## config.mk

```make
export PLATFORM = sky130hd
export DESIGN_NAME = stage2_window_gen_flat
export DESIGN_NICKNAME = d
export VERILOG_FILES = /design/src/rtl/stage2_window_gen_pkg.sv /design/src/rtl/stage2_window_gen_if.sv /design/src/rtl/stage2_line_buffer.sv /design/src/rtl/stage2_window_gen.sv /design/src/flat_wrapper.sv
export SDC_FILE = /design/constraint.sdc
export NUM_CORES = 2
export LEC_CHECK = 0
export CORE_MARGIN = 2
export CORE_UTILIZATION = 52
export DETAILED_ROUTE_END_ITERATION = 7
export PLACE_DENSITY = 0.75
export SLEW_MARGIN = 20
export SYNTH_ARGS = -nofsm -noshare
export SYNTH_HDL_FRONTEND = slang
export SYNTH_SLANG_ARGS = --single-unit
```

## constraint.sdc

```tcl
create_clock -name clk -period 1.44 [get_ports clk]
set_input_delay 0.288 -clock clk [delete_from_list [all_inputs] [get_ports clk]]
set_output_delay 0.288 -clock clk [all_outputs]
set_load 0.01 [all_outputs]
```

## src/rtl/stage2_window_gen_pkg.sv

```systemverilog
// Shared constants and types for the stage-2 window generator.
// Holds the stage-2 kernel geometry, the pixel width, the input feature-map
// dimensions and the control FSM state encoding.
package stage2_window_gen_pkg;

   localparam int ST2_KX       = 5;
   localparam int ST2_KY       = 5;
   localparam int ST2_Conv_IBW = 20;
   localparam int ST2_IMG_W    = 12;
   localparam int ST2_IMG_H    = 12;

   typedef enum logic [1:0] {
      ST_IDLE   = 2'd0,
      ST_FILL   = 2'd1,
      ST_STREAM = 2'd2,
      ST_DONE   = 2'd3
   } state_t;

   // Number of full windows produced per frame.
   function automatic int win_count(input int img_w, input int img_h,
                                    input int kx, input int ky);
      return (img_h - ky + 1) * (img_w - kx + 1);
   endfunction

endpackage

```

## src/rtl/stage2_window_gen_if.sv

```systemverilog
// Pixel-in / window-out bus of the stage-2 window generator.
// Optional macro ST2_WIN_INDEX_EN adds the window coordinate outputs.
interface stage2_window_gen_if #(
   parameter int IMG_W = stage2_window_gen_pkg::ST2_IMG_W,
   parameter int IMG_H = stage2_window_gen_pkg::ST2_IMG_H,
   parameter int KX    = stage2_window_gen_pkg::ST2_KX,
   parameter int KY    = stage2_window_gen_pkg::ST2_KY,
   parameter int IBW   = stage2_window_gen_pkg::ST2_Conv_IBW
);

   logic                      i_in_valid;
   logic signed [IBW-1:0]     i_in_pixel;
   logic                      o_ot_valid;
   logic [KX*KY*IBW-1:0]      o_ot_fmap;
   logic                      o_frame_done;
`ifdef ST2_WIN_INDEX_EN
   logic [$clog2(IMG_H)-1:0]  o_ot_row;
   logic [$clog2(IMG_W)-1:0]  o_ot_col;

   modport master (output i_in_valid, i_in_pixel,
                   input  o_ot_valid, o_ot_fmap, o_frame_done, o_ot_row, o_ot_col);
   modport slave  (input  i_in_valid, i_in_pixel,
                   output o_ot_valid, o_ot_fmap, o_frame_done, o_ot_row, o_ot_col);
`else
   modport master (output i_in_valid, i_in_pixel,
                   input  o_ot_valid, o_ot_fmap, o_frame_done);
   modport slave  (input  i_in_valid, i_in_pixel,
                   output o_ot_valid, o_ot_fmap, o_frame_done);
`endif

endinterface

```

## src/rtl/stage2_line_buffer.sv

```systemverilog
// Single-row pixel delay: the output is the input from DEPTH accepted
// pixels earlier. Contents are not reset; the window generator never emits
// a tap before the current frame has refilled it.
module stage2_line_buffer #(
   parameter int DEPTH = 12,
   parameter int W     = 20
) (
   input  logic                clk,
   input  logic                en,
   input  logic signed [W-1:0] din,
   output logic signed [W-1:0] dout
);

   logic signed [W-1:0] mem [DEPTH];

   // Shift the whole row by one pixel per accepted input.
   always_ff @(posedge clk) begin
      if (en) begin
         mem[0] <= din;
         for (int i = 1; i < DEPTH; i++) begin
            mem[i] <= mem[i-1];
         end
      end
   end

   assign dout = mem[DEPTH-1];

endmodule

```

## src/rtl/stage2_window_gen.sv

```systemverilog
// Streaming KX x KY window generator for the stage-2 convolution kernel.
// Accepts a raster-order pixel stream and emits each full window, packed as
// element (y,x) at o_ot_fmap[(y*KX+x)*IBW +: IBW], one cycle after the
// completing pixel.
// Optional macro ST2_WIN_INDEX_EN adds o_ot_row/o_ot_col (window top-left).
//
// state     | meaning
// ----------+------------------------------------------------------------
// ST_IDLE   | no pixel of the current frame accepted yet
// ST_FILL   | rows above KY-1 being loaded, no windows possible
// ST_STREAM | windows emitted whenever a pixel completes one
// ST_DONE   | one cycle after the last pixel; drives o_frame_done
module stage2_window_gen
   import stage2_window_gen_pkg::*;
#(
   parameter int IMG_W = ST2_IMG_W,
   parameter int IMG_H = ST2_IMG_H,
   parameter int KX    = ST2_KX,
   parameter int KY    = ST2_KY,
   parameter int IBW   = ST2_Conv_IBW
) (
   input logic               clk,
   input logic               reset,
   stage2_window_gen_if.slave bus
);

   localparam int CW = $clog2(IMG_W);
   localparam int RW = $clog2(IMG_H);
   localparam int FW = KX * KY * IBW;

   logic [CW-1:0]         col;
   logic [RW-1:0]         row;
   logic                  accept;
   logic                  col_last;
   logic                  row_last;
   logic                  emit;
   state_t                state;
   state_t                state_nxt;

   logic signed [IBW-1:0] lb_in [KY-1];
   logic signed [IBW-1:0] tap   [KY-1];
   logic signed [IBW-1:0] win     [KY][KX];
   logic signed [IBW-1:0] win_nxt [KY][KX];
   logic [FW-1:0]         fmap_nxt;
   logic [FW-1:0]         fmap_q;
   logic                  valid_q;

   assign accept   = bus.i_in_valid;
   assign col_last = (col == CW'(IMG_W - 1));
   assign row_last = (row == RW'(IMG_H - 1));
   // Row/col gating also keeps stale line-buffer data from a previous or
   // aborted frame out of the output.
   assign emit     = accept && (row >= RW'(KY - 1)) && (col >= CW'(KX - 1));

   // Raster position of the pixel currently presented.
   always_ff @(posedge clk) begin
      if (reset) begin
         col <= '0;
         row <= '0;
      end else if (accept) begin
         if (col_last) begin
            col <= '0;
            row <= row_last ? '0 : row + 1'b1;
         end else begin
            col <= col + 1'b1;
         end
      end
   end

   // Cascade of row delays: tap[k] is the pixel k+1 rows above the input.
   for (genvar k = 0; k < KY - 1; k++) begin : g_lb
      if (k == 0) begin : g_first
         assign lb_in[k] = bus.i_in_pixel;
      end else begin : g_next
         assign lb_in[k] = tap[k-1];
      end
      stage2_line_buffer #(
         .DEPTH (IMG_W),
         .W     (IBW)
      ) u_lb (
         .clk  (clk),
         .en   (accept),
         .din  (lb_in[k]),
         .dout (tap[k])
      );
   end

   // Next window: shift left, load the new column (oldest row at y=0),
   // and pack it in the order the kernel expects.
   always_comb begin
      win_nxt  = win;
      fmap_nxt = '0;
      if (accept) begin
         for (int y = 0; y < KY; y++) begin
            for (int x = 0; x < KX - 1; x++) begin
               win_nxt[y][x] = win[y][x+1];
            end
         end
         for (int y = 0; y < KY - 1; y++) begin
            win_nxt[y][KX-1] = tap[KY-2-y];
         end
         win_nxt[KY-1][KX-1] = bus.i_in_pixel;
      end
      for (int y = 0; y < KY; y++) begin
         for (int x = 0; x < KX; x++) begin
            fmap_nxt[(y*KX+x)*IBW +: IBW] = win_nxt[y][x];
         end
      end
   end

   // Window register.
   always_ff @(posedge clk) begin
      if (reset) begin
         for (int y = 0; y < KY; y++) begin
            for (int x = 0; x < KX; x++) begin
               win[y][x] <= '0;
            end
         end
      end else begin
         win <= win_nxt;
      end
   end

   // Output strobe and packed window; the window holds between strobes.
   always_ff @(posedge clk) begin
      if (reset) begin
         valid_q <= 1'b0;
         fmap_q  <= '0;
      end else begin
         valid_q <= emit;
         if (emit) begin
            fmap_q <= fmap_nxt;
         end
      end
   end

   assign bus.o_ot_valid = valid_q;
   assign bus.o_ot_fmap  = fmap_q;

`ifdef ST2_WIN_INDEX_EN
   logic [RW-1:0] row_q;
   logic [CW-1:0] col_q;

   // Top-left coordinate of the emitted window.
   always_ff @(posedge clk) begin
      if (reset) begin
         row_q <= '0;
         col_q <= '0;
      end else if (emit) begin
         row_q <= row - RW'(KY - 1);
         col_q <= col - CW'(KX - 1);
      end
   end

   assign bus.o_ot_row = row_q;
   assign bus.o_ot_col = col_q;
`endif

   // FSM state register.
   always_ff @(posedge clk) begin
      if (reset) begin
         state <= ST_IDLE;
      end else begin
         state <= state_nxt;
      end
   end

   // FSM next state. A pixel accepted in ST_DONE is already (0,0) of the
   // next frame, because the counters wrapped on the last pixel.
   always_comb begin
      state_nxt = state;
      unique case (state)
         ST_IDLE: begin
            if (accept) state_nxt = ST_FILL;
         end
         ST_FILL: begin
            if (accept && row == RW'(KY - 1) && col == '0) state_nxt = ST_STREAM;
         end
         ST_STREAM: begin
            if (accept && row_last && col_last) state_nxt = ST_DONE;
         end
         ST_DONE: begin
            state_nxt = accept ? ST_FILL : ST_IDLE;
         end
         default: state_nxt = ST_IDLE;
      endcase
   end

   assign bus.o_frame_done = (state == ST_DONE);

endmodule

```

## src/flat_wrapper.sv

```systemverilog
// flat-port wrapper written by rule: the top's interface ports become plain ports
module stage2_window_gen_flat import stage2_window_gen_pkg::*;
#(
   parameter int IMG_W = ST2_IMG_W,
   parameter int IMG_H = ST2_IMG_H,
   parameter int KX    = ST2_KX,
   parameter int KY    = ST2_KY,
   parameter int IBW   = ST2_Conv_IBW
)
  (clk, reset, bus_i_in_valid, bus_i_in_pixel, bus_o_ot_valid, bus_o_ot_fmap, bus_o_frame_done);
  stage2_window_gen_if #(.IMG_W(IMG_W), .IMG_H(IMG_H), .KX(KX), .KY(KY), .IBW(IBW)) bus_i ();
  input logic clk;
  input logic reset;
  input wire logic [$bits(bus_i.i_in_valid)-1:0] bus_i_in_valid;
  input wire logic [$bits(bus_i.i_in_pixel)-1:0] bus_i_in_pixel;
  output wire logic [$bits(bus_i.o_ot_valid)-1:0] bus_o_ot_valid;
  output wire logic [$bits(bus_i.o_ot_fmap)-1:0] bus_o_ot_fmap;
  output wire logic [$bits(bus_i.o_frame_done)-1:0] bus_o_frame_done;
  assign bus_i.i_in_valid = bus_i_in_valid;
  assign bus_i.i_in_pixel = bus_i_in_pixel;
  assign bus_o_ot_valid = bus_i.o_ot_valid;
  assign bus_o_ot_fmap = bus_i.o_ot_fmap;
  assign bus_o_frame_done = bus_i.o_frame_done;
  stage2_window_gen #(.IMG_W(IMG_W), .IMG_H(IMG_H), .KX(KX), .KY(KY), .IBW(IBW)) u_core (.clk(clk), .reset(reset), .bus(bus_i));
endmodule
```

==> summary.md <==
| Metric | Value |
|---|---|
| Status | `finished with violations` |
| Failing checks | `setup timing` |
| Register Area | `50,100 sq um` |
| Fin Clk Skew | `0.0495 ns` |
| Layout cells sized above 1 | `0.467` |
| Ant. Diodes | `0` |
| Psw | `0.0253 W` |
| Hold Path End | `u_core.g_lb[1].u_lb.mem[0][59]$_DFFE_PP_` |
| TritonRoute pass-1 iters | `6` |
| Minimum clock period after layout | `1.97 ns` |
| Startpoint Class | `register` |
| Wire per inst | `26.6 um` |
| Initial detailed-routing violation count | `4,269` |
| Peak VDD IR | `0.00113 V` |
| Fill count | `6,444` |
| DRC Markers | `0` |
| Crit path cell chain | `o221a_4 -> buf_12 -> buf_12 -> buf_16 -> buf_16 -> nor2_4 -> a211oi_2` |
| Crit path max-delay cell type | `a211oi_2` |
| R2r setup slk | `-0.53 ns` |
| Setup CP Type | `register to register` |
| Synthesized instance count | `4,311` |
| Pwr/cell area | `1290 nW/um^2` |
| Bufs and invs on worst path | `4` |
| Post-synth EDFFs | `960` |
| Final ANT Viol Nets | `0` |
| Htree depth | `4` |
| Leak | `33.8 nW` |
| Final setup vio count | `974` |
| Worst hold path type | `input port to register` |
| Yosys reg bits | `1,971` |
| Die area | `126,000 sq um` |
| Library cells used by synthesis | `32` |
| CP Depth | `7` |
| Hold Path Depth | `2` |
| Warnings, synthesis | `0` |
| Area delta synth->final | `38.6%` |
| Final core occ | `0.728` |
| Synth Net Count | `4,343` |
| Worst Path Required | `2.06 ns` |
| Max Fclk | `0.507 GHz` |
| Reg clk slew, reported paths | `0.07 ns` |
| Area occupied by multi-input gates | `16,700 sq um` |
| I/O Buffers | `524` |
| Ys async rst share | `0` |
| Pre-CTS setup slack | `-0.255 ns` |
| Worst Hold Launch | `bus_i_in_valid` |
| Largest net degree at the start of global routing | `77` |
| Sequential power share | `0.538` |
| Remaining Overflow, GRT | `0` |
| CTS tree | `built` |
| Slew headroom | `0.303` |
| Logic pwr share | `0.033` |
| Worst-skew pair later-pin latency | `0.80 ns` |
| Via density | `5.75` |
| Arr. time, crit path | `2.60 ns` |
| Vias in the first global route | `37,800` |
| Final GP Congestion | `0.841` |
| Num CTS Buffers | `186` |
| Internal power | `0.0890 W` |
| DR vias | `41,000` |
| Worst-path fanout max | `8` |
| R2R Path Start | `u_core.col[3]$_SDFFE_PP0P_` |
| Sink Count | `1,971` |
| RSZ-0062 raised after global routing | `yes` |
| CP delay by family, top | `compound AO/OA/AOI/OAI gates` |
| Syn avg cell area | `14.9 sq um` |
| Post-synthesis cell area | `64,100 sq um` |
| Clock Path Buffers | `3` |
| Total Power | `0.114 W` |
| Clock power share | `0.429` |
| Setup ws final | `-0.534 ns` |
| Core area | `122,000 sq um` |
| Hold Vio Cnt, Final | `0` |
| Main synth FF type | `dfxtp_1` |
| Reg2reg path depth | `7` |
| Root Buffer | `clkbuf_16` |
| Crit path from | `u_core.col[3]$_SDFFE_PP0P_` |
| Final Max Tran Viols | `0` |
| Switching Share | `0.221` |
| Final Cycle Share | `1.37` |
| Die W | `355 um` |
| Final #Nets | `5,386` |
| Die height | `355 um` |
| Register area share after synthesis | `0.765` |
| Worst flop-to-flop path endpoint | `u_core.bus.o_ot_fmap[105]$_SDFFE_PP0P_` |
| Critical path's largest stage delay | `0.52 ns` |
| Initial core utilization | `0.525` |
| CP Capture Type | `register` |
| GR Util All Layers | `0.233` |
| Row count | `128` |
| Initial antenna violation count | `5` |
| Worst Tran Pin Value | `1.02 ns` |
| Final wirelength | `190 mm` |
| Max Cap Viol | `0` |
| First-pass GRT wire length | `226 mm` |
| Post-DP HPWL | `88.3 mm` |
| IO Pins | `525` |
-- timing repair --
action / CTS / global route
hold endpoints to repair: 11 / 0
buffers inserted: 117 / 173
setup endpoints to repair: 957 / 991
hold buffers: 2 / 0
gates cloned: 47 / 55
pin swaps: 58 / 160
gates resized for setup: 3290 / 812
-- worst max path at each step --
stage                                                   endpoint  slack [ns]
after floorplan           u_core.bus.o_ot_fmap[315]$_SDFFE_PP0P_        0.05
after global placement    u_core.bus.o_ot_fmap[189]$_SDFFE_PP0P_       -0.24
after detailed placement  u_core.bus.o_ot_fmap[189]$_SDFFE_PP0P_       -0.26
after CTS                                       bus_o_frame_done       -0.28
after global routing      u_core.bus.o_ot_fmap[173]$_SDFFE_PP0P_       -0.59
final                     u_core.bus.o_ot_fmap[105]$_SDFFE_PP0P_       -0.53
-- power by group through the flow --
stage	clock, W	sequential (W)	combinational [W]
after CTS	0.0487	0.0617	0.00335
after floorplan	0	0.0625	0.00173
after detailed placement	0	0.0629	0.00326
final	0.0490	0.0615	0.00372
after global placement	0	0.0628	0.00316
after global routing	0.0517	0.0616	0.00394
-- synth_stat cells (3+ instances only) --
cell         n  area, sq um
dfxtp_1   1011        20200
nor2_1    1002         3760
edfxtp_1   960        28800
mux2i_1    501         5010
a211oi_1   392         2940
clkbuf_1   111          417
a211oi_2   109         1360
buf_2       80          400
buf_4       64          480
buf_6       26          293
ha_1         9          113
nand2_1      7         26.3
a21oi_1      6         30.0
inv_1        6         22.5
nor3_1       4         20.0
o21ai_0      3         15.0
-- sequential cells by signal (all words and copies together) (netlist names) --
| signal | count |
|---|---|
| u_core.state | 2 |
| u_core.g_lb.u_lb.mem | 960 |
| u_core.bus.o_ot_fmap | 500 |
| u_core.win | 500 |
| u_core.bus.o_ot_valid | 1 |
| u_core.col | 4 |
| u_core.row | 4 |
-- cell usage in the layout, fill, tap and decap left out, drive strengths merged, types with 12 or more instances in the layout --
cell	Yosys	final
clkdlybuf4s50	0	20
nor2	1002	1002
a211oi	501	501
dfxtp	1011	1011
inv	6	12
mux2i	501	501
clkbuf	111	310
buf	170	1071
edfxtp	960	960
clkinv	0	65
-- routing by layer --
metal | global-route usage | wire length [um] | up-vias
met3 | 0.0566 | 17400 | 653
met1 | 0.300 | 70000 | 20500
li1 | - | - | 17600
met5 | 0 | 38 | -
met2 | 0.382 | 91100 | 2252
met4 | 0.0896 | 11400 | 6
-- cells by family (layout without fill, tap and decap cells) --
logic type,count (synthesis),count (layout),synth area share
xor+xnor,3,3,0.000410
mux,501,501,0.0782
simple gates,1025,1025,0.0607
fa+ha+maj,9,9,0.00176
flops,1971,1971,0.765
buf+inv,287,1489,0.0252
compound gates,515,515,0.0685
-- layout make-up --
cell class / instances / share of cell area
clock buffer: 267 / 0.0604
sequential: 1971 / 0.564
clock inverter: 80 / 0.00773
tap: 1625 / 0.0229
inverter: 6 / 0.000253
timing repair buffer: 1136 / 0.157
multi-input combinational: 2053 / 0.188
-- stage by stage --
step                      cell area [sq um]  instances  setup TNS (ns)  hold slack (ns)
after CTS                             83300       6918         -110.54           0.0271
after detailed placement              72800       6406         -139.73            0.405
after global routing                  88900       7138         -141.91           0.0433
after floorplan                       64100       4311               0            0.387
final                                 88900       7138         -101.17           0.0942
after global placement                72800       6406          -96.54            0.400
-- worst reg2reg max path, delay by kind of cell (launching register included) --
kind / cells / cell delay, ns
AOI/OAI and AO/OA: 2 / 0.75
DFF: 1 / 0.34
and+or+nand+nor: 1 / 0.05
buffers and inverters: 4 / 0.68
Note: power is estimated with default switching activity, not from simulation.
